===== config.mk =====
export PLATFORM = sky130hd
export DESIGN_NAME = mole_game_ctrl
export DESIGN_NICKNAME = d
export VERILOG_FILES = /design/src/rtl/mole_pkg.sv /design/src/rtl/lfsr8.sv /design/src/rtl/mole_game_ctrl.sv
export SDC_FILE = /design/constraint.sdc
export NUM_CORES = 1
export LEC_CHECK = 0
export ABC_AREA = 1
export CELL_PAD_IN_SITES_DETAIL_PLACEMENT = 1
export CELL_PAD_IN_SITES_GLOBAL_PLACEMENT = 2
export CORE_ASPECT_RATIO = 2
export CORE_MARGIN = 1
export CORE_UTILIZATION = 37
export CTS_BUF_LIST = sky130_fd_sc_hd__clkbuf_2
export CTS_CLUSTER_DIAMETER = 150
export DETAILED_ROUTE_END_ITERATION = 10
export PLACE_DENSITY = 0.88
export REMOVE_ABC_BUFFERS = 1
export SLEW_MARGIN = 0
export SYNTH_ARGS = -nofsm -noshare
export SYNTH_HDL_FRONTEND = slang
export SYNTH_HIERARCHICAL = 1
export SYNTH_SLANG_ARGS = --single-unit

===== constraint.sdc =====
create_clock -name clk -period 4.4 [get_ports clk]
set_clock_uncertainty 0.1 [all_clocks]
set_input_delay 0.44 -clock clk [delete_from_list [all_inputs] [get_ports clk]]
set_output_delay 0.44 -clock clk [all_outputs]
set_load 0.01 [all_outputs]

===== src/rtl/mole_pkg.sv =====
// Shared types and constants for the whack-a-mole game blocks.
package mole_pkg;

  typedef enum logic [2:0] {
    IDLE = 3'd0,
    ARM  = 3'd1,
    GAP  = 3'd2,
    UP   = 3'd3,
    OVER = 3'd4
  } state_t;

  localparam int         SCORE_W        = 7;
  localparam int         DEF_SCORE_MAX  = 99;
  // x^8+x^6+x^5+x^4+1 -> feedback from bits 7,5,4,3
  localparam logic [7:0] LFSR_TAPS      = 8'hB8;
  localparam logic [7:0] DEF_LFSR_SEED  = 8'hA5;

endpackage


===== src/rtl/lfsr8.sv =====
// Free-running 8-bit Fibonacci LFSR; maximal length, never reaches zero from a nonzero seed.
module lfsr8
  import mole_pkg::*;
#(
  parameter logic [7:0] SEED = DEF_LFSR_SEED
) (
  input  logic       clk,
  input  logic       rst_n,
  output logic [7:0] q
);

  always_ff @(posedge clk or negedge rst_n) begin
    if (!rst_n) q <= SEED;
    else        q <= {q[6:0], ^(q & LFSR_TAPS)};
  end

endmodule


===== src/rtl/mole_game_ctrl.sv =====
// Round sequencer: gates the countdown timer, schedules moles, judges hits and keeps score.
// state | meaning: IDLE wait start, timer held | ARM clear score, 1 cycle | GAP no mole | UP mole lit | OVER final score shown
module mole_game_ctrl
  import mole_pkg::*;
#(
  parameter int         NUM_HOLES  = 4,
  parameter int         HOLE_W     = 2,
  parameter int         UP_CYCLES  = 50000000,
  parameter int         GAP_CYCLES = 25000000,
  parameter int         SCORE_MAX  = DEF_SCORE_MAX,
  parameter logic [7:0] LFSR_SEED  = DEF_LFSR_SEED
) (
  input  logic                 clk,
  input  logic                 rst_n,
  input  logic                 i_start,
  input  logic [NUM_HOLES-1:0] i_hit,
  input  logic                 i_game_over,
  output logic                 o_restart_game,
  output logic [NUM_HOLES-1:0] o_mole,
  output logic [SCORE_W-1:0]   o_score,
  output logic [2:0]           o_state
);

  localparam int CNT_MAX = (UP_CYCLES > GAP_CYCLES) ? UP_CYCLES : GAP_CYCLES;
  localparam int CNT_W   = (CNT_MAX > 1) ? $clog2(CNT_MAX) : 1;
  localparam logic [CNT_W-1:0]   GAP_LAST  = CNT_W'(GAP_CYCLES - 1);
  localparam logic [CNT_W-1:0]   UP_LAST   = CNT_W'(UP_CYCLES - 1);
  localparam logic [SCORE_W-1:0] SCORE_TOP = SCORE_W'(SCORE_MAX);

  state_t              state;
  logic [CNT_W-1:0]    cnt;
  logic [HOLE_W-1:0]   prev_hole;
  logic [7:0]          lfsr_q;
  logic [HOLE_W-1:0]   hole_raw;
  logic [HOLE_W-1:0]   hole_sel;
  logic                hit;
  logic                unused_lfsr;

  lfsr8 #(.SEED(LFSR_SEED)) u_lfsr (
    .clk   (clk),
    .rst_n (rst_n),
    .q     (lfsr_q)
  );

  assign unused_lfsr = ^lfsr_q[7:HOLE_W];

  // Never repeat the previous hole; bump to the next one with natural wrap.
  always_comb begin
    hole_raw = lfsr_q[HOLE_W-1:0];
    hole_sel = (hole_raw == prev_hole) ? hole_raw + 1'b1 : hole_raw;
    hit      = |(i_hit & o_mole);
  end

  assign o_state = state;

  always_ff @(posedge clk or negedge rst_n) begin
    if (!rst_n) begin
      state          <= IDLE;
      o_restart_game <= 1'b1;
      o_mole         <= '0;
      o_score        <= '0;
      cnt            <= '0;
      prev_hole      <= '0;
    end else begin
      case (state)
        IDLE: begin
          o_restart_game <= 1'b1;
          if (i_start) state <= ARM;
        end
        ARM: begin
          o_score        <= '0;
          cnt            <= '0;
          o_restart_game <= 1'b0;
          state          <= GAP;
        end
        GAP: begin
          if (i_game_over) begin
            o_mole <= '0;
            cnt    <= '0;
            state  <= OVER;
          end else if (cnt == GAP_LAST) begin
            o_mole    <= NUM_HOLES'(1) << hole_sel;
            prev_hole <= hole_sel;
            cnt       <= '0;
            state     <= UP;
          end else begin
            cnt <= cnt + 1'b1;
          end
        end
        UP: begin
          // Game over outranks a hit, and a hit outranks the timeout.
          if (i_game_over) begin
            o_mole <= '0;
            cnt    <= '0;
            state  <= OVER;
          end else if (hit) begin
            o_score <= (o_score >= SCORE_TOP) ? SCORE_TOP : o_score + 1'b1;
            o_mole  <= '0;
            cnt     <= '0;
            state   <= GAP;
          end else if (cnt == UP_LAST) begin
            o_mole <= '0;
            cnt    <= '0;
            state  <= GAP;
          end else begin
            cnt <= cnt + 1'b1;
          end
        end
        OVER: begin
          o_mole <= '0;
          if (i_start) begin
            o_restart_game <= 1'b1;
            state          <= ARM;
          end
        end
        default: begin
          o_restart_game <= 1'b1;
          o_mole         <= '0;
          cnt            <= '0;
          state          <= IDLE;
        end
      endcase
    end
  end

endmodule


==> run summary <==
==============================================================================
Internal Power                                                          656 uW
Arrival time reported for the critical path endpoint                   1620 ps
DRC errors left                                                              0
Gate count of the mapped netlist                                           448
Proportion of power drawn by the clock network                           18.6%
Highest achievable clock rate                                          463 MHz
TritonCTS clock tree                                                       yes
Core region area                                                    8230 sq um
Synth Area in Simple Gates                                               40.0%
Part of the total power dissipated in combinational logic                33.3%
Maximum number of pins on one net before global-route repair                52
Terminating pin of the worst hold path                             u_lfsr/q[7]
Count of instances resized after the clock tree is built                     0
Yosys warnings                                                               6
Sequential share of the synthesized area                                 40.8%
Height of the die                                                       132 um
Final WL                                                               9070 um
# Post-CTS Setup Buffers                                                     0
Maximum fanout along the worst path                                          8
Compound-cell area share of the yosys netlist                            6.53%
Initial standard-cell utilization of the core                            38.2%
Flip-flop and latch count after synthesis                                   51
Number of library cell types mapped by synthesis                            30
Remaining Overflow, GRT                                                      0
Fin. max-slew vios                                                           0
Placed insts                                                               565
Cells along the critical path                                     clkdlybuf4s50_1
Clock buffer depth                                                           2
Overall via count from detail_route                                       2919
Min Clock Period, post-route                                           2160 ps
DRC marker count from the first detailed-route iteration                    95
Number of I/O port buffers                                                  22
Highest-count cells in the layout ignoring fill and taps          158 x sky130_fd_sc_hd__nand2_1, 64 x sky130_fd_sc_hd__inv_1, 46 x sky130_fd_sc_hd__dfrtp_1
RSZ-0062 raised after global routing                                     false
Chip Width                                                             67.2 um
Dominant combinational cell family by area after synthesis        simple AND/OR/NAND/NOR gates
1st-pass router iterations                                                   4
Netlist area before placement                                       3140 sq um
XOR/XNOR Fraction of Synth Area                                          3.07%
Power density normalized to cell area                              317 nW/um^2
Cts bufs inserted                                                            5
Data required, critical path                                           3860 ps
Multiplexer fraction of the synthesized cell area                           0%
Utilization after layout                                                 42.7%
Clock Pin Slew Worst Setup and Hold Paths                               250 ps
Non-filler instance count after layout                                     575
Cell taking the most area after synthesis                         sky130_fd_sc_hd__dfrtp_1
Length in cells of the worst reg-to-reg path                                10
Delay of the slowest critical-path stage                                590 ps
Cell Rows                                                                   47
Slowest cell on the critical path                                 sky130_fd_sc_hd__clkdlybuf4s50_1
DRT antenna net count                                                        0
Crit path kind                                                    register to output port
CP Launch Type                                                        register
Worst-case register-to-register setup slack                            2400 ps
Switching Power                                                         457 uW
Cell count of the worst hold path                                            0
Multi-input gate area                                               1580 sq um
Count of maximum capacitance violations                                      0
Final nets                                                                 485
Final hold viol count                                                        0
Clock Root Buffer                                                 sky130_fd_sc_hd__clkbuf_2
CTS Hold Buffers Added                                                       1
Vias in the first global route                                            3232
Initial antenna violation count                                              1
Die ar.                                                             8890 sq um
Leading cell type in the layout, fill and taps excluded           sky130_fd_sc_hd__nand2_1
Total of fill cells in the finished design                                1099
Placed Instance Area                                                3460 sq um
Max-slew headroom at the worst pin                                       53.8%
Switching Share                                                          41.1%
Ratio of cells with drive above 1 in the final layout                    8.40%
Final critical-path share of the clock period                            49.0%
Detail Placement HPWL                                                  6970 um
Bufs and invs on worst path                                                  1
Reg2reg end                                                             cnt[0]
Area occupied by registers                                          1280 sq um
Count of boundary I/O pins                                                  23
Source of the worst hold timing path                               u_lfsr/q[6]
Static leakage                                                      0.00170 uW
Cell family with the largest share of critical-path delay         buffers and inverters
Aggregate global-route resource usage                                    22.9%
CTS Sinks                                                                   51
Area added between synthesis and finish                                  11.8%
Clock latency on the worst-skew pair                                    480 ps
Maximum resistive drop on vdd                                         0.379 mV
Post-Route Setup TNS                                                      0 ps
Global-route wire length before repair                                15300 um
Last weighted congestion value of the routability-driven placer          0.763
Worst Hold Class                                                  register to register
Average cell area after synthesis                                   7.01 sq um
Actual transition at the worst max-transition pin                       693 ps
Crit. End Element                                                  output port
Post-synth top area share                                                36.6%
Sequential group share of total power                                    48.2%
Startpoint of the lowest-slack register-to-register path                cnt[1]
Fraction of the mapped netlist area in adder cells                      0.796%
Leading post-synthesis cells by cell area                         sky130_fd_sc_hd__dfrtp_1 37%, sky130_fd_sc_hd__nand2_1 19%, sky130_fd_sc_hd__inv_1 7.6%
Result of the run                                                 finished, final reports clean
Total power draw                                                       1110 uW
Routed wire length per instance                                        15.8 um
Final setup fails                                                            0
Layout Cell Area excl Fill                                          3510 sq um
Avg Vias per Cell                                                         5.08
Level count of the clock H-tree                                              2
==============================================================================
-- Yosys cell counts (all sizes together) --
| cell | count |
|---|---|
| nand2 | 167 |
| inv | 64 |
| nor2 | 52 |
| dfrtp | 46 |
| nand3 | 34 |
| o21ai | 30 |
| nand4 | 12 |
| nor3 | 9 |
| xor2 | 8 |
| dfstp | 5 |
| a21oi | 3 |
| buf | 3 |
| nand3b | 3 |
| xnor2 | 3 |
| a21o | 2 |
| clkbuf | 2 |
| ha | 2 |
| a31oi | 1 |
| o211ai | 1 |
| o21bai | 1 |
-- metal layers --
metal  up-vias  GRT usage, %  routed length (um)
li1       1451             -                   -
met1      1426          22.4                3250
met2        32          45.8                5480
met3        10          2.25                 150
met4         0          8.16                 196
met5         -             0                   0
-- logic make-up after synthesis --
kind of cell,after synthesis
and+or+nand+nor,277
buffers and inverters,69
DFF,51
AOI/OAI and AO/OA,38
xor gates and xnor gates,11
adders and majority gates,2
-- state kept, by name, indices dropped and copies added, names as in the netlist --
name	count
u_lfsr/q	8
o_score	7
o_mole	4
prev_hole	2
o_restart_game	1
o_state	3
cnt	26
-- area by class of cell --
cell class,instances,area share [%]
Tap cell,98,3.49
Timing Repair Buffer,25,6.84
Clock inverter,1,0.143
Clock buffer,7,0.998
Multi-Input combinational cell,328,45.1
Sequential cell,51,36.5
Inverter,64,6.84
Antenna cell,1,0.0713
-- metrics by stage --
stage                     setup slack (ps)  hold slack, ps
after floorplan                       2580            44.4
after global placement                2250             238
after detailed placement              2230             255
after CTS                             2210             294
after global routing                  2160             305
final                                 2240             289
-- power groups by stage --
stage	registers (uW)	logic (uW)	clock network [uW]
2_1_floorplan	548	202	0
3_3_place_gp	546	370	0
3_5_place_dp	545	375	0
4_1_cts	538	382	214
5_1_grt	542	407	232
6_report	536	370	207
-- how the worst max path moves through the flow --
stage                      startpoint    endpoint  slack (ps)  depth (start not counted)
after global routing       o_score[2]  o_score[2]        2160                          1
after detailed placement  i_game_over     cnt[22]        2230                          8
after global placement    i_game_over      cnt[3]        2250                          8
after floorplan            o_state[1]  o_state[0]        2580                          4
final                      o_score[2]  o_score[2]        2240                          1
after CTS                  o_score[2]  o_score[2]        2210                          1
(Power assumes the default switching activity.)
